File: src/rtl/vx_axi_write_responder.sv
// ----------------------------------------------------------------------------
// vx_axi_write_responder
//
// AXI4 write-channel slave. Accepts one AW burst at a time, turns each W beat
// into a single-beat word-addressed memory write request, and returns a B
// response tagged with the captured AWID once the last beat has been taken
// by the memory port.
//
// Ports:
//   clk                      rising-edge clock
//   reset                    asynchronous, active-low
//   s_axi_aw*                AW channel (valid/ready/addr/id/len/size/burst)
//   s_axi_w*                 W channel (valid/ready/data/strb/last)
//   s_axi_b*                 B channel (valid/ready/id/resp)
//   mem_req_*                posted memory write request (valid/ready/addr/
//                            data/byteen); addr is the word address
// ----------------------------------------------------------------------------
module vx_axi_write_responder #(
   parameter int AXI_DATA_WIDTH = 512,
   parameter int AXI_ADDR_WIDTH = 32,
   parameter int AXI_TID_WIDTH  = 8,
   localparam int BYTES          = AXI_DATA_WIDTH / 8,
   localparam int LOG2_BYTES     = $clog2(BYTES),
   localparam int MEM_ADDR_WIDTH = AXI_ADDR_WIDTH - LOG2_BYTES
) (
   input  logic                      clk,
   input  logic                      reset,

   input  logic                      s_axi_awvalid,
   output logic                      s_axi_awready,
   input  logic [AXI_ADDR_WIDTH-1:0] s_axi_awaddr,
   input  logic [AXI_TID_WIDTH-1:0]  s_axi_awid,
   input  logic [7:0]                s_axi_awlen,
   input  logic [2:0]                s_axi_awsize,
   input  logic [1:0]                s_axi_awburst,

   input  logic                      s_axi_wvalid,
   output logic                      s_axi_wready,
   input  logic [AXI_DATA_WIDTH-1:0] s_axi_wdata,
   input  logic [BYTES-1:0]          s_axi_wstrb,
   input  logic                      s_axi_wlast,

   output logic                      s_axi_bvalid,
   input  logic                      s_axi_bready,
   output logic [AXI_TID_WIDTH-1:0]  s_axi_bid,
   output logic [1:0]                s_axi_bresp,

   output logic                      mem_req_valid,
   input  logic                      mem_req_ready,
   output logic [MEM_ADDR_WIDTH-1:0] mem_req_addr,
   output logic [AXI_DATA_WIDTH-1:0] mem_req_data,
   output logic [BYTES-1:0]          mem_req_byteen
);

   typedef enum logic [1:0] {
      S_IDLE = 2'd0,
      S_DATA = 2'd1,
      S_RESP = 2'd2
   } state_t;

   state_t                    r_state;
   logic [AXI_ADDR_WIDTH-1:0] r_addr;
   logic [AXI_TID_WIDTH-1:0]  r_id;
   logic [7:0]                r_len;
   logic [2:0]                r_size;
   logic [1:0]                r_burst;
   logic [7:0]                r_cnt;
   // r_drain: burst rejected at AW time, beats are swallowed.
   // r_err:   any error for this burst (drain or wlast mismatch).
   // A wlast mismatch alone does not switch to draining, so the remaining
   // beats of that burst are still written.
   logic                      r_drain;
   logic                      r_err;

   logic                      w_in_data;
   logic                      w_beat;
   logic                      w_last;
   logic                      w_aw_err;
   logic [AXI_ADDR_WIDTH-1:0] w_addr_step;

   assign w_in_data   = (r_state == S_DATA);
   assign w_beat      = w_in_data && s_axi_wvalid && s_axi_wready;
   assign w_last      = (r_cnt == r_len);
   // awburst[1] covers both WRAP (2) and the reserved encoding (3).
   assign w_aw_err    = s_axi_awburst[1] || (int'(s_axi_awsize) > LOG2_BYTES);
   assign w_addr_step = {{(AXI_ADDR_WIDTH-1){1'b0}}, 1'b1} << r_size;

   assign s_axi_awready  = (r_state == S_IDLE);
   // W ready and mem valid are zero-latency pass-throughs while writing.
   assign s_axi_wready   = w_in_data && (r_drain || mem_req_ready);
   assign mem_req_valid  = w_in_data && !r_drain && s_axi_wvalid;
   assign mem_req_addr   = r_addr[AXI_ADDR_WIDTH-1:LOG2_BYTES];
   assign mem_req_data   = s_axi_wdata;
   assign mem_req_byteen = s_axi_wstrb;

   assign s_axi_bvalid   = (r_state == S_RESP);
   assign s_axi_bid      = r_id;
   assign s_axi_bresp    = (r_state == S_RESP && r_err) ? 2'b10 : 2'b00;

   always_ff @(posedge clk or negedge reset) begin
      if (!reset) begin
         r_state <= S_IDLE;
         r_addr  <= '0;
         r_id    <= '0;
         r_len   <= '0;
         r_size  <= '0;
         r_burst <= '0;
         r_cnt   <= '0;
         r_drain <= 1'b0;
         r_err   <= 1'b0;
      end else begin
         case (r_state)
            S_IDLE: begin
               if (s_axi_awvalid) begin
                  r_addr  <= s_axi_awaddr;
                  r_id    <= s_axi_awid;
                  r_len   <= s_axi_awlen;
                  r_size  <= s_axi_awsize;
                  r_burst <= s_axi_awburst;
                  r_cnt   <= '0;
                  r_drain <= w_aw_err;
                  r_err   <= w_aw_err;
                  r_state <= S_DATA;
               end
            end
            S_DATA: begin
               if (w_beat) begin
                  r_cnt <= r_cnt + 8'd1;
                  if (r_burst == 2'b01) begin
                     r_addr <= r_addr + w_addr_step;
                  end
                  if (s_axi_wlast != w_last) begin
                     r_err <= 1'b1;
                  end
                  // The count, not wlast, decides where the burst ends.
                  if (w_last) begin
                     r_state <= S_RESP;
                  end
               end
            end
            S_RESP: begin
               if (s_axi_bready) begin
                  r_state <= S_IDLE;
               end
            end
            default: r_state <= S_IDLE;
         endcase
      end
   end

endmodule
File: config.mk
export PLATFORM = sky130hd
export DESIGN_NAME = vx_axi_write_responder
export DESIGN_NICKNAME = d
export VERILOG_FILES = /design/src/rtl/vx_axi_write_responder.sv
export SDC_FILE = /design/constraint.sdc
export NUM_CORES = 1
export LEC_CHECK = 0
export BUFFER_PORTS_ARGS = -buffer_cell sky130_fd_sc_hd__buf_2
export CAP_MARGIN = 20
export CORE_AREA = 2 2 482 484
export CTS_BUF_LIST = sky130_fd_sc_hd__clkbuf_16
export CTS_CLUSTER_SIZE = 30
export DETAILED_ROUTE_END_ITERATION = 10
export DIE_AREA = 0 0 484 486
export SKIP_LAST_GASP = 1
export SYNTH_ARGS = -nofsm -noshare
export SYNTH_HDL_FRONTEND = slang
export SYNTH_SLANG_ARGS = --single-unit
File: constraint.sdc
create_clock -name clk -period 4.62 [get_ports clk]
set_input_delay 0.462 -clock clk [delete_from_list [all_inputs] [get_ports clk]]
set_output_delay 0.462 -clock clk [all_outputs]
set_load 0.02 [all_outputs]
---- Word level (Yosys, flattened, before mapping) ----
Cells that the tools add are included.
Widths: inputs -> output; s select.
cells by class
  $lt $le $gt $ge ......................... 1
  eq/ne operators ......................... 11
  shifts and indexed selects .............. 1
  multiplexer cells ....................... 17
  add/subtract/negate cells ............... 2
  reduce and logical (&&, ||, !) cells .... 16
operator list
  operator              number
  $mux 32               3
  $pmux 32 s2           1
  $add 32x32->32        1
  $shl 1x3->32 const A  1
  $mux 8                2
  $pmux 8 s2            1
  $reduce_and 4->1      3
  $mux 2                5
  $ne 2x1->1 const B    5
  $add 8x1->8 const B   1
  $eq 8x8->1            1
  $logic_and 1x1->1     6
  $pmux 2 s3            1
  $eq 2x1->1 const B    2
  $gt 3x3->1 const B    1
  $mux 1                3
  $reduce_and 3->1      1
  $eq 2x2->1 const B    1
  $logic_not 2->1       1
  $logic_or 1x1->1      2
  $ne 2x2->1 const B    1
  $pmux 1 s2            1
  $reduce_and 2->1      1
  $reduce_bool 2->1     1
  other kinds (2)       2
storage, ports and cells
  bits of input ports ..................... 636
  register bits ........................... 65

---- Depth between registers and ports, before layout ----
  word-level depth ........................ 5
  gate-level depth with buffers ........... 10
  mapped depth without buffers ............ 8

---- Worst setup path before layout ----
No wires, ideal clock.
  path kind ............................... flip-flop to flip-flop
  from .................................... register r_size[1]
  to ...................................... register r_addr[20]
  stages on the path, launching flop included .. 11
  arrival ................................. 2.357 ns
  required time ........................... 4.492 ns
  period minus slack after synthesis ...... 2.485 ns
  library setup time ...................... 0.128 ns
  path slack .............................. 2.135 ns
  cells stage by stage .................... dfrtp_1 > clkbuf_1 > nor3_1 > ha_1 > fa_1 > a21o_1 > a221oi_2 > a211oi_1 > buf_2 > a311oi_1 > nor3_1
on the way
  longest elaborated chain between the ends .. 5
RTL lines
  what                    RTL line  RTL
  from (decl)             65        logic [2:0] r_size;
  from (signal assigned)  118       r_size <= s_axi_awsize;
  $shl 1x3->32            86        assign w_addr_step = {{(AXI_ADDR_WIDTH-1){1'b0}}, 1'b1} << r_size;
  $add 32x32->32          130       r_addr <= r_addr + w_addr_step;
  $mux 32                 129       if (r_burst == 2'b01) begin
  $mux 32                 127       if (w_beat) begin
  $pmux 32 s2             112       case (r_state)
  to (signal assigned)    115       r_addr <= s_axi_awaddr;
  to (signal assigned)    130
  to (decl)               62        logic [AXI_ADDR_WIDTH-1:0] r_addr;
No other way between the ends. The select of a mux whose other input is x is not followed.
A chain may end at the register's enable or synchronous reset.

---- Worst setup path after layout ----
  from .................................... register r_size[1]
  to ...................................... register r_addr[29]
The elaborated chain is that of the path after synthesis.

==> run_results.csv <==
group,metric,value,unit
outcome,status,"completed",
timing,slew-limit-headroom,0.3148,
power_and_ir_drop,switching_share,0.4596,
logic_synthesis,yosys.area_share.simple,0.1229,
placed_design,port_buffers,98,
logic_synthesis,synth_top_area_frac,0.5364,
logic_synthesis,synth_most_common_cell,"buf_4",
detailed_routing,top_layer,"met5",
worst_setup_path,slowest_delay,0.54,ns
clocking,cts_sinks,65,
power_and_ir_drop,p_int,1.847,mW
detailed_routing,post-route-drc-count,0,
detailed_routing,wl_met3,62.82,mm
logic_synthesis,yosys_register_bits,65,
worst_setup_path,cp_data_arrival_time,3.17,ns
timing,setup_tns,0,ns
power_and_ir_drop,vdd_drop_max,147.5,µV
worst_setup_path,critical_path.endpoint_type,"flop",
worst_setup_path,crit_type,"reg2reg",
clocking,cts_max_level,3,
finish,seqCellArea,1627,µm²
power_and_ir_drop,seqPwrFrac,0.305,
logic_synthesis,synth_xor_area_frac,0.02172,
power_and_ir_drop,power.total,3.419,mW
timing,rsz0062_at_grt,"false",
floorplanning,die_x,484,µm
worst_setup_path,crit_path_start_kind,"flop",
detailed_routing,wl_met1,10.76,mm
logic_synthesis,synthFlopType,"dfrtp_1",
logic_synthesis,synth_cell_types,65,
logic_synthesis,yosysWarnings,0,
detailed_routing,wl_per_cell,40.10,µm
detailed_routing,drt-total-wl,143.3,mm
logic_synthesis,postSynthAreaPerCell,8.041,µm²
clocking,cts_root_buf,"clkbuf_16",
timing,clock_skew,0.008027,ns
clocking,clk_path_buf_depth,2,
logic_synthesis,synth_compound_area_frac,0.09133,
clocking,clk_pin_slew_worst_paths,0.07,ns
clocking,holdBufCountCts,0,
clocking,cts_tree,"yes",
power_and_ir_drop,p_per_area,402.9,nW/µm²
detailed_routing,wl_met2,62.93,mm
grt,grt.overflow.total,0,
placed_design,place_congestion,0.8710,
clocking,cts-resized-gates,0,
hold_path,holdCritPathClass,"in2reg",
floorplanning,dieArea,235200,µm²
logic_synthesis,synth-edff-count,0,
placed_design,dp_slack,1.817,ns
placed_design,hpwlAfterDp,137.3,mm
logic_synthesis,synth_top_area_cell,"buf_4",
detailed_routing,vias,5457,
logic_synthesis,syn_inst,1053,
timing,drv_slew,0,
logic_synthesis,yosys.area_share.adder,0.01566,
power_and_ir_drop,power_frac_clock,0.245,
logic_synthesis,synth_nets,1699,
detailed_routing,dr.pass1.iters,5,
logic_synthesis,synthMuxAreaShare,0,
timing,worst_pin_slew,1.025,ns
timing,finalHoldViolations,0,
worst_setup_path,crit_fanout,9,
floorplanning,core,229500,µm²
finish,num-nets-final,1185,
finish,fill_cells,27370,
floorplanning,ios,1252,
logic_synthesis,synth_top_family_by_area,"buffers and inverters",
floorplanning,start_util,0.03690,
timing,finalSetupViolations,0,
timing,fmax,0.3424,GHz
detailed_routing,drtAntennaViolNets,0,
floorplanning,die_h,486,µm
worst_setup_path,crit_chain,"nor3b_1 -> ha_1 -> a211oi_1 -> nor3_4 -> o21ai_1 -> nor3_1 -> a311oi_1",
power_and_ir_drop,combPwrFrac,0.449,
floorplanning,rows,176,
grt,grt_pass1_vias,5133,
logic_synthesis,async_flop_share,1.000,
timing,fin_crit,2.920,ns
detailed_routing,vias_per_cell,1.528,
power_and_ir_drop,leakage,2.254,nW
timing,setup_ws,1.700,ns
job,maxCapViolCount,0,
finish,multi_input_area,2153,µm²
worst_setup_path,cp.required,4.87,ns
clocking,cts_buffers,9,
grt,grt_max_degree,66,
grt,grt_pass1_wl,155.7,mm
clocking,clk_latency,0.36,ns
detailed_routing,drt-initial-drc-count,394,
logic_synthesis,synth_area_leaders,"buf_4, dfrtp_1, nand2_1, nor2_1, xnor2_1",
finish,drive_gt1_frac,0.2500,
finish,syn2layout_area_growth,0.2217,%
logic_synthesis,ys_seq_area_frac,0.1921,
timing,min_period_over_period,0.6321,
power_and_ir_drop,p_sw,1.571,mW
logic_synthesis,netlist_area,8467,µm²
grt,antenna_found_initial,32,
logic_synthesis,synth_common_cells,"buf_4, nand2_1, dfrtp_1",
grt,grtUsageTotal,0.1167,
worst_setup_path,cp_slowest_cell,"a211oi_1",
clocking,cts_setup_buffers,0,
power by group through the flow:
stage | combinational [mW] | sequential [mW] | clock, mW
final | 1.54 | 1.04 | 0.838
after global routing | 1.71 | 1.08 | 0.881
after CTS | 1.56 | 1.04 | 0.867
after detailed placement | 1.55 | 1.05 | 0
after global placement | 1.54 | 1.03 | 0
after floorplan | 1.84 | 0.982 | 0
per-layer routing:
| metal | GRT usage | vias up |
|---|---|---|
| met5 | 0.005920 | - |
| met4 | 0.04452 | 10 |
| met3 | 0.2422 | 361 |
| met2 | 0.1825 | 1146 |
| met1 | 0.02362 | 2120 |
| li1 | - | 1820 |
registers in the layout, summed over array words and instances (netlist names):
signal	flops
r_addr	32
r_err	1
r_state	2
r_len	8
s_axi_bid	8
r_cnt	8
r_burst	2
r_drain	1
r_size	3
area by class of cell:
class,instances,share of cell area
repair buffers,105,0.06399
multi-input cells,353,0.2538
flip-flops and latches,65,0.1917
clock inverters,7,0.01504
clock buffers,9,0.02654
well taps,3026,0.4462
inverters,5,0.002212
diodes,2,0.0005898
worst paths after layout:
path / depth (start not counted) / startpoint / to / slack, ns
min in group asynchronous: 2 / reset / r_addr[6]$_DFFE_PN0P_ / 0.31
max: 7 / r_size[1]$_DFFE_PN0P_ / r_addr[29]$_DFFE_PN0P_ / 1.70
min: 3 / s_axi_awlen[6] / r_len[6]$_DFFE_PN0P_ / 0.30
max reg2reg: 7 / r_size[1]$_DFFE_PN0P_ / r_addr[29]$_DFFE_PN0P_ / 1.70
min reg2reg: 2 / r_burst[0]$_DFFE_PN0P_ / r_burst[0]$_DFFE_PN0P_ / 0.47
max in group asynchronous: 2 / reset / r_len[2]$_DFFE_PN0P_ / 3.63
worst max-delay path: cells and delay by family (launching register included):
kind	cells	cell delay (ns)
AOI/OAI and AO/OA	3	1.30
and+or+nand+nor	3	0.72
DFF	1	0.46
adders and majority gates	1	0.33
kinds of logic (layout without fill, tap and decap cells):
group,after synthesis,count (layout)
buf+inv,635,126
other cells,1,3
flops,65,65
xor+xnor,21,21
fa+ha+maj,10,10
compound gates,104,104
simple gates,217,217
stage by stage:
| step | utilization | std cells | hold WS [ns] | cell area (µm²) |
|---|---|---|---|---|
| after floorplan | - | 1053 | 0.1664 | 8467 |
| after detailed placement | 0.03542 | 3554 | 0.4580 | 8128 |
| after global routing | 0.03697 | 3571 | 0.3039 | 8483 |
| final | 0.03698 | 3572 | 0.2999 | 8486 |
| after CTS | 0.03696 | 3570 | 0.2815 | 8481 |
| after global placement | 0.03542 | 3554 | 0.4555 | 8128 |
cell usage in the layout, fill, tap and decap left out, types with 8 or more instances in the layout:
cell,netlist,routed
a211oi_1,8,8
a21oi_1,16,16
a311oi_1,9,9
a31oi_1,10,9
and3_1,9,9
buf_2,6,98
clkbuf_16,0,9
dfrtp_1,65,65
ha_1,9,9
nand2_1,92,92
nand3_1,12,12
nand4_1,9,9
nor2_1,38,38
nor3_1,18,18
o21ai_0,16,16
xnor2_1,14,14
Power figures use the tool's default switching activity.
